==> src/rtl/video_timing_meas.sv <==
`default_nettype none
// ============================================================================
// Module   : video_timing_meas
// Brief    : Measures h/v timing of an hs/vs/de stream and publishes an atomic
//            result set at every frame start. Optional macro: VTM_WATCHDOG_EN.
// Revision : 1.0 - initial release
// ============================================================================
module video_timing_meas #(
  parameter int CW           = 12,
  parameter bit SYNC_ACT_LOW = 1'b1
) (
  input  logic          pclk,
  input  logic          reset_n,
  input  logic          hs,
  input  logic          vs,
  input  logic          de,
  output logic [CW-1:0] h_total,
  output logic [CW-1:0] h_active,
  output logic [CW-1:0] hs_width,
  output logic [CW-1:0] v_total,
  output logic [CW-1:0] v_active,
  output logic [CW-1:0] vs_width,
  output logic [15:0]   frame_cnt,
  output logic          valid,
  output logic          changed
);

  localparam logic [CW-1:0] c_one = CW'(1);
  localparam logic [CW-1:0] c_max = '1;

  function automatic logic [CW-1:0] sat_inc(input logic [CW-1:0] v);
    return (v == c_max) ? v : v + c_one;
  endfunction

  logic          r_hs_q, r_vs_q, r_de_q;
  logic          r_hs_a_d, r_vs_a_d;
  logic          w_hs_a, w_vs_a;
  logic          w_line_start, w_frame_start, w_hs_fall;
  logic [CW-1:0] r_h_cnt, r_hs_cnt, r_de_cnt;
  logic [CW-1:0] r_ht_sh, r_hsw_sh, r_hact_sh;
  logic [CW-1:0] r_v_cnt, r_vs_cnt, r_vact_cnt;
  logic [CW-1:0] w_pub_ht, w_pub_hsw, w_pub_hact;
  logic [CW-1:0] w_pub_vt, w_pub_vsw, w_pub_vact;
  logic          w_diff;
  logic          w_wd_fire;
  logic          r_pub_seen;

  // Idle reset level of the input stage is the inactive sync level, so no
  // spurious edge is seen on the first clock after reset release.
  always_ff @(posedge pclk or negedge reset_n) begin
    if (!reset_n) begin
      r_hs_q   <= SYNC_ACT_LOW;
      r_vs_q   <= SYNC_ACT_LOW;
      r_de_q   <= 1'b0;
      r_hs_a_d <= 1'b0;
      r_vs_a_d <= 1'b0;
    end else begin
      r_hs_q   <= hs;
      r_vs_q   <= vs;
      r_de_q   <= de;
      r_hs_a_d <= w_hs_a;
      r_vs_a_d <= w_vs_a;
    end
  end

  assign w_hs_a        = r_hs_q ^ SYNC_ACT_LOW;
  assign w_vs_a        = r_vs_q ^ SYNC_ACT_LOW;
  assign w_line_start  = w_hs_a & ~r_hs_a_d;
  assign w_hs_fall     = ~w_hs_a & r_hs_a_d;
  assign w_frame_start = w_vs_a & ~r_vs_a_d;

  always_ff @(posedge pclk or negedge reset_n) begin
    if (!reset_n) begin
      r_h_cnt   <= '0;
      r_hs_cnt  <= '0;
      r_de_cnt  <= '0;
      r_ht_sh   <= '0;
      r_hsw_sh  <= '0;
      r_hact_sh <= '0;
    end else begin
      if (w_line_start) begin
        r_h_cnt  <= c_one;
        r_hs_cnt <= c_one;
        r_de_cnt <= r_de_q ? c_one : '0;
        r_ht_sh  <= r_h_cnt;
      end else begin
        r_h_cnt <= sat_inc(r_h_cnt);
        if (w_hs_a) r_hs_cnt <= sat_inc(r_hs_cnt);
        if (r_de_q) r_de_cnt <= sat_inc(r_de_cnt);
      end
      if (w_hs_fall) r_hsw_sh <= r_hs_cnt;
      if (w_frame_start) r_hact_sh <= '0;
      else if (w_line_start && (r_de_cnt > r_hact_sh)) r_hact_sh <= r_de_cnt;
    end
  end

  // A line start coinciding with a frame start is line 1 of the new frame.
  always_ff @(posedge pclk or negedge reset_n) begin
    if (!reset_n) begin
      r_v_cnt    <= '0;
      r_vs_cnt   <= '0;
      r_vact_cnt <= '0;
    end else if (w_frame_start) begin
      r_v_cnt    <= w_line_start ? c_one : '0;
      r_vs_cnt   <= w_line_start ? c_one : '0;
      r_vact_cnt <= '0;
    end else if (w_line_start) begin
      r_v_cnt <= sat_inc(r_v_cnt);
      if (w_vs_a) r_vs_cnt <= sat_inc(r_vs_cnt);
      if (r_de_cnt != '0) r_vact_cnt <= sat_inc(r_vact_cnt);
    end
  end

  // Values published at a frame start fold in the line that ends on that cycle.
  assign w_pub_ht   = w_line_start ? r_h_cnt : r_ht_sh;
  assign w_pub_hsw  = w_hs_fall ? r_hs_cnt : r_hsw_sh;
  assign w_pub_hact = (w_line_start && (r_de_cnt > r_hact_sh)) ? r_de_cnt : r_hact_sh;
  assign w_pub_vt   = r_v_cnt;
  assign w_pub_vsw  = r_vs_cnt;
  assign w_pub_vact = (w_line_start && (r_de_cnt != '0)) ? sat_inc(r_vact_cnt) : r_vact_cnt;

  assign w_diff = (w_pub_ht   != h_total)  | (w_pub_hsw  != hs_width) |
                  (w_pub_hact != h_active) | (w_pub_vt   != v_total)  |
                  (w_pub_vact != v_active) | (w_pub_vsw  != vs_width);

`ifdef VTM_WATCHDOG_EN
  logic [CW-1:0] r_wd_cnt;

  always_ff @(posedge pclk or negedge reset_n) begin
    if (!reset_n)          r_wd_cnt <= '0;
    else if (w_line_start) r_wd_cnt <= '0;
    else                   r_wd_cnt <= sat_inc(r_wd_cnt);
  end

  // Fires once, on the clock the counter reaches full scale.
  assign w_wd_fire = !w_line_start && (r_wd_cnt == (c_max - c_one));
`else
  assign w_wd_fire = 1'b0;
`endif

  always_ff @(posedge pclk or negedge reset_n) begin
    if (!reset_n) begin
      h_total    <= '0;
      h_active   <= '0;
      hs_width   <= '0;
      v_total    <= '0;
      v_active   <= '0;
      vs_width   <= '0;
      frame_cnt  <= '0;
      valid      <= 1'b0;
      changed    <= 1'b0;
      r_pub_seen <= 1'b0;
    end else if (w_frame_start) begin
      h_total    <= w_pub_ht;
      h_active   <= w_pub_hact;
      hs_width   <= w_pub_hsw;
      v_total    <= w_pub_vt;
      v_active   <= w_pub_vact;
      vs_width   <= w_pub_vsw;
      frame_cnt  <= frame_cnt + 16'd1;
      valid      <= r_pub_seen & ~w_diff;
      changed    <= r_pub_seen & w_diff;
      r_pub_seen <= 1'b1;
    end else if (w_wd_fire) begin
      h_total <= '0;
      v_total <= '0;
      valid   <= 1'b0;
      changed <= 1'b1;
    end else begin
      changed <= 1'b0;
    end
  end

endmodule
`default_nettype wire

==> config.mk <==
export PLATFORM = sky130hd
export DESIGN_NAME = video_timing_meas
export DESIGN_NICKNAME = d
export VERILOG_FILES = /design/src/rtl/video_timing_meas.sv
export SDC_FILE = /design/constraint.sdc
export NUM_CORES = 1
export LEC_CHECK = 0
export ABC_AREA = 1
export BUFFER_PORTS_ARGS = -buffer_cell sky130_fd_sc_hd__buf_4
export CAP_MARGIN = 20
export CORE_MARGIN = 4
export CORE_UTILIZATION = 40
export CTS_CLUSTER_DIAMETER = 80
export DETAILED_ROUTE_END_ITERATION = 8
export GPL_TIMING_DRIVEN = 0
export PLACE_DENSITY = 0.67
export SYNTH_ARGS = -nofsm -noshare
export SYNTH_HDL_FRONTEND = slang
export SYNTH_SLANG_ARGS = --single-unit
==> constraint.sdc <==
create_clock -name pclk -period 4.3 [get_ports pclk]
set_clock_uncertainty 0.15 [all_clocks]
set_input_delay 0.645 -clock pclk [delete_from_list [all_inputs] [get_ports pclk]]
set_output_delay 0.645 -clock pclk [all_outputs]
set_load 0.01 [all_outputs]
==> out/metrics.cfg, run 1 <==
[setup_path]
worstSetupEndpointType=register
crit_type=reg -> reg
r2r-start=r_de_cnt[11]
crit_family=simple AND/OR/NAND/NOR gates
critPathMaxFanout=10
cpPeakStageDelay_ns=0.46
critPathLaunchType=register
crit_top_cell=nand2_1
cp_slowest_cell=dfrtp_1
crit_buf_inv=2
cp.arrival_ns=3.30
crit_chain=ha_1, nand2_1, nor2_1, nand2_1, inv_1, nand2_1, nand3_1, nand2_2, buf_2, nand2_1, nand3_1, o21ai_0, nor2_1, nand3_1, nor2_1, a21boi_0
crit_start=r_de_cnt[11]
cp.required_ns=4.50

[drt]
antenna_left=0
first_pass_iters=6
drc_errors=0
drt-wirelength-per-cell_um=15.3
drtIter0Drc=666
vias_per_cell=5.06
vias=9423
routed_wl_um=28400

[power_and_ir_drop]
pwr-share-clk_pct=35.8
vdd_drop_max_mv=0.226
p_per_area_nw_per_um2=494
p_leak_nw=6.27
switching_share_pct=32.7
p_switching_mw=2.03
p_comb_share_pct=25.2
intPower_mw=4.17
p_seq_share_pct=39.0

[finish]
drive_above_1_share_pct=10.4
layout_common_cells=nand2_1, dfrtp_1, inv_1, o21ai_0, nor2_1
final_common_cell=nand2_1
fin_area_um2=12600
antenna_cells=0
layout.nets=1533
largest_reg_flops=16
regMostFlops=frame_cnt
num-fill-cells=2524
fin_cells=1861
syn2layout_area_growth_pct=19.2

[synth]
synth_edf_count=0
synthesis.area_um2=10500
synth_flop_cell=dfrtp_1
synthesis.instances=1387
synth-seq-cells=204
yosysUniqueCellTypes=42
synthArstFlopShare_pct=100
avgSynthCellArea_um2=7.59
syn_nets=1412
ys_seq_area_share_pct=48.5
yosys_warnings=0

[die]
coreArea_um2=26000
dieArea_um2=29000
rows=59
start_util_pct=40.5
dieWidth_um=170
io_pins=95
die_y_um=170

[global_routing]
grt_pass1_wl_um=46000
antenna_found_initial=0
grt_overflow=0
grt_pass1_vias=9003
grt_usage_pct=19.4
grt_start_max_net_pins=119

[status]
status=complete, but fails checks
violations=negative hold slack

[sta]
period_needed_ns=3.10
finalSetupViolations=0
rsz0062_at_grt=false
hold_viol=18
finalCritPeriodShare_pct=72.1
fin_hold_ws_ns=-0.0393
max_freq_ghz=0.322
worstMarginPinSlew_ns=0.788
relSlewSlack_pct=47.4
finalSetupTns_ns=0
final-max-slew-violation-count=0

[placement]
portBuffers=94
dp_hpwl_um=20400
dp.cells=1817
place.gp.congestion=0.915
placed_area_um2=11700

[cts]
cts_hold_buf=0
cts_made_buffers=24
htreeDepth=1
cts-resized-gates=0
clockBufferDepth=3
cts.sinks=204
cts_setup_buffers=0
clk_latency_ns=0.51
root_buffer=clkbuf_16
clkTransAtPathRegs_ns=0.06
cts_tree=built

[job]
maxCapViolations=0

[min_path]
hp-class=in -> async

power by group through the flow:
stage	sequential, mW	combinational (mW)	clock [mW]
after floorplan	2.45	0.944	0
after global placement	2.44	1.52	0
after detailed placement	2.45	1.57	0
after CTS	2.42	1.57	2.26
after global routing	2.46	1.79	2.35
final	2.42	1.56	2.22
Yosys cell counts (15+ instances only):
library cell / count / share of area [%]
a21oi_1: 37 / 1.8
clkbuf_1: 22 / 0.78
dfrtp_1: 202 / 48
ha_1: 20 / 2.4
inv_1: 186 / 6.6
nand2_1: 441 / 16
nand3_1: 105 / 5.0
nor2_1: 107 / 3.8
nor3_1: 29 / 1.4
o21ai_0: 114 / 5.4
xnor2_1: 15 / 1.2
xor2_1: 18 / 1.5
cell families (layout without fill, tap and decap cells):
logic type	after synthesis	count (layout)	synth area share, %
adders and majority gates	20	20	2.38
AOI/OAI and AO/OA	189	189	9.91
xor gates and xnor gates	33	33	2.75
and+or+nand+nor	717	717	28.3
buffers and inverters	224	363	8.16
DFF	204	204	48.5
metal layers:
layer | track usage, % | wire, um | up-vias
met5 | 0 | 0 | -
met4 | 5.87 | 788 | 0
met3 | 3.02 | 1730 | 51
met2 | 30.8 | 13000 | 270
met1 | 27.5 | 12800 | 4430
li1 | - | - | 4672
path summary, 6_finish.rpt:
check	end	slack, ns	cells after the start
max	changed	1.20	16
min	r_vact_cnt[9]	-0.04	1
max reg2reg	changed	1.20	16
min reg2reg	r_pub_seen	0.30	2
max in group asynchronous	r_hsw_sh[8]	3.01	2
min in group pclk	r_vs_q	0.09	1
area by class of cell:
| cell class | count | area (um2) | share of cell area, % |
|---|---|---|---|
| tap | 335 | 419 | 3.34 |
| sequential | 204 | 5110 | 40.7 |
| clock inverter | 11 | 180 | 1.44 |
| multi-input combinational | 959 | 4560 | 36.3 |
| buffer | 36 | 154 | 1.23 |
| inverter | 188 | 706 | 5.62 |
| clock buffer | 33 | 686 | 5.46 |
| timing repair buffer | 95 | 741 | 5.90 |
metrics by stage:
| step | total power, mW | util, % | setup WS (ns) |
|---|---|---|---|
| global placement | 3.97 | 44.8 | 0.922 |
| finish | 6.20 | 48.3 | 1.20 |
| global route | 6.60 | 48.3 | 1.01 |
| CTS | 6.25 | 48.3 | 1.22 |
| floorplan | 3.39 | - | 1.97 |
| detailed placement | 4.02 | 45.0 | 1.22 |
No activity file was read; power rests on OpenSTA's default activity.
==> inputs of run 2 (changes only) <==
--- a/config.mk
+++ b/config.mk
@@ -5,7 +5,7 @@
 export SDC_FILE = /design/constraint.sdc
 export NUM_CORES = 1
 export LEC_CHECK = 0
-export ABC_AREA = 1
+export ABC_AREA = 0
 export BUFFER_PORTS_ARGS = -buffer_cell sky130_fd_sc_hd__buf_4
 export CAP_MARGIN = 20
 export CORE_MARGIN = 4
@@ -13,7 +13,7 @@
 export CTS_CLUSTER_DIAMETER = 80
 export DETAILED_ROUTE_END_ITERATION = 8
 export GPL_TIMING_DRIVEN = 0
-export PLACE_DENSITY = 0.67
+export PLACE_DENSITY = 0.7
 export SYNTH_ARGS = -nofsm -noshare
 export SYNTH_HDL_FRONTEND = slang
 export SYNTH_SLANG_ARGS = --single-unit
==> constraint.sdc (replaced) <==
create_clock -name pclk -period 2.7 [get_ports pclk]
set_clock_uncertainty 0.15 [all_clocks]
set_input_delay 0.405 -clock pclk [delete_from_list [all_inputs] [get_ports pclk]]
set_output_delay 0.405 -clock pclk [all_outputs]
set_load 0.01 [all_outputs]
==> out/metrics.cfg, run 2 <==
[synth]
synth.largest_area_cell=dfrtp_1
synthesis.instances=1140  ; -18%
synth-seq-cells=204  ; unchanged
synthArstFlopShare_pct=100  ; unchanged
synth_compound_area_share_pct=11.1  ; +1.1 points
syn_nets=1165  ; -17%
synth_flop_cell=dfrtp_1
yosysMostFrequentCell=dfrtp_1
synthesis.area_um2=10500  ; +0.15%
synth_top_family_by_area=simple AND/OR/NAND/NOR gates
yosys-top-cells-count=dfrtp_1, nand2_1, nor2_1
synth-adder-area-share_pct=2.37  ; -0.0037 points
synth_edf_count=0  ; unchanged
synth-simple-area-share_pct=22.5  ; -5.8 points
synth_top_area_share_pct=47.9  ; -0.074 points
avgSynthCellArea_um2=9.25  ; +22%
ys_seq_area_share_pct=48.4  ; -0.075 points
ys_top_cells_by_area=dfrtp_1, nand2_1, xnor2_1
muxShareOfSynthArea_pct=2.28  ; +2.3 points
yosys_warnings=0  ; unchanged
synth_xor_xnor_area_share_pct=9.80  ; +7.1 points
yosysUniqueCellTypes=68  ; +62%

[drt]
vias_per_cell=5.40  ; +6.7%
drc_errors=0  ; unchanged
drt-wirelength-per-cell_um=18.1  ; +19%
routed_wl_um=29800  ; +5.0%
first_pass_iters=5  ; -1
drtIter0Drc=623  ; -6.5%
vias=8883  ; -5.7%
antenna_left=0  ; unchanged

[cts]
cts_tree=built
clkTransAtPathRegs_ns=0.06  ; about the same
htreeDepth=1  ; unchanged
clk_latency_ns=0.51  ; about the same
cts_made_buffers=23  ; -4.2%
root_buffer=clkbuf_16
clockBufferDepth=3  ; unchanged
cts.sinks=204  ; unchanged

[finish]
layout.nets=1321  ; -14%
antenna_cells=0  ; unchanged
drive_above_1_share_pct=19.7  ; +9.3 points
post-route-util_pct=50.2  ; +1.9 points
syn2layout_area_growth_pct=23.7
final_common_cell=dfrtp_1
largest_reg_flops=16  ; unchanged
layout_common_cells=dfrtp_1, nand2_1, buf_4, nor2_1, xnor2_1
regMostFlops=frame_cnt

[power_and_ir_drop]
p_per_area_nw_per_um2=679  ; +38%
vdd_drop_max_mv=0.445  ; +97%
p_leak_nw=6.02  ; -3.9%

[die]
rows=59  ; unchanged
die_y_um=170  ; about the same
dieWidth_um=170  ; about the same
dieArea_um2=29000  ; +0.15%
coreArea_um2=26000  ; unchanged
io_pins=95  ; unchanged
start_util_pct=40.6  ; +0.063 points

[setup_path]
critPathMaxFanout=3  ; -7
critPathLaunchType=register
cp.arrival_ns=3.06  ; -0.24 ns
reg2reg_depth=11  ; -5
cp.required_ns=2.92  ; -1.58 ns
crit_type=reg -> reg
worstSetupEndpointType=register

[global_routing]
grt_pass1_wl_um=47500  ; +3.2%
antenna_found_initial=0  ; unchanged
grt_start_max_net_pins=118  ; -0.84%
grt_overflow=0  ; unchanged
grt_usage_pct=20.3  ; +0.92 points
grt_pass1_vias=8808  ; -2.2%

[placement]
pre_cts_ws_ns=-0.682  ; -1.91 ns
dp_hpwl_um=20700  ; +1.6%
portBuffers=94  ; unchanged
place.gp.congestion=0.919  ; +0.44%

[status]
status=complete, but fails checks
violations=negative setup slack

[sta]
final-max-slew-violation-count=0  ; unchanged
max_freq_ghz=0.352  ; +9.1%
rsz0062_at_grt=true
finalCritPeriodShare_pct=105  ; +33 points
finalSetupViolations=2  ; +2
fin_hold_ws_ns=0.323  ; +0.362 ns
hold_viol=0  ; -18
period_needed_ns=2.84  ; -0.259 ns
relSlewSlack_pct=45.5  ; -2.0 points
fin_ws_ns=-0.143  ; -1.34 ns
worstMarginPinSlew_ns=0.818  ; +0.0294 ns

[min_path]
hp-class=reg -> reg
whs_path_depth=1

[job]
maxCapViolations=0  ; unchanged

==> run 2: through the flow <==
| step | TNS, ns | total power [mW] | cell area (um2) | instances |
|---|---|---|---|---|
| finish | -0.277 | 8.86 | 13000 | 1644 |
| global route | -1.13 | 9.30 | 13000 | 1644 |
| CTS | -0.156 | 8.82 | 12900 | 1636 |
| detailed placement | -11.29 | 5.53 | 11700 | 1570 |
| global placement | -85.18 | 5.49 | 11700 | 1569 |
| floorplan | -0.0637 | 4.81 | 10500 | 1140 |
==> run 2: critical path: stages (launching register included) <==
cell	delay (ns)
dfrtp_1	0.39
inv_2	0.07
ha_4	0.28
nand4_1	0.19
buf_4	0.21
o31ai_4	0.33
nand2b_1	0.16
mux2i_1	0.08
nor4b_2	0.30
nand4_1	0.19
nor4_4	0.21
a21boi_1	0.14
==> run 2: final cells by class <==
class,instances,area (um2)
plain buffers,47,244
flip-flops and latches,204,5120
repair buffers,131,1020
multi-input cells,837,5320
well taps,335,419
clock inverters,2,35.0
inverters,52,195
clock buffers,36,684
fillers,2462,12900
==> run 2: cell families (layout without fill, tap and decap cells) <==
family / after synthesis / in the layout
and+or+nand+nor: 487 / 487
muxes: 23 / 23
AOI/OAI and AO/OA: 189 / 189
DFF: 204 / 204
buffers and inverters: 99 / 268
xor gates and xnor gates: 118 / 118
adders and majority gates: 20 / 20
==> run 2: layer usage <==
layer	global-route usage [%]	part of all wire, %	wire (um)	vias to the layer above
met5	0	0	0	-
met4	4.72	2.3	680	0
met3	3.00	5.2	1560	51
met2	32.9	47	14000	237
met1	28.9	46	13600	4380
li1	-	-	-	4215
==> run 2: worst paths after layout <==
kind	from	endpoint	slack, ns
max	r_hact_sh[6]	changed	-0.14
max reg2reg	r_hact_sh[6]	changed	-0.14
min	frame_cnt[15]	frame_cnt[15]	0.32
max in group asynchronous	reset_n	r_ht_sh[3]	1.00
min in group asynchronous	reset_n	h_active[7]	0.35
min reg2reg	frame_cnt[15]	frame_cnt[15]	0.32
==> run 2: repair_timing <==
item / CTS / global route
setup endpoints to repair: 25 / 40
gates resized for setup: 68 / 37
setup buffers: 24 / 8
hold buffers: 4 / 0
pin swaps: 19 / 12
endpoints found under the hold margin: 88 / 0
==> run 2: power breakdown <==
group	switching (mW)	internal (mW)
logic	1.17	0.959
clock network	1.23	1.82
registers	0.358	3.33
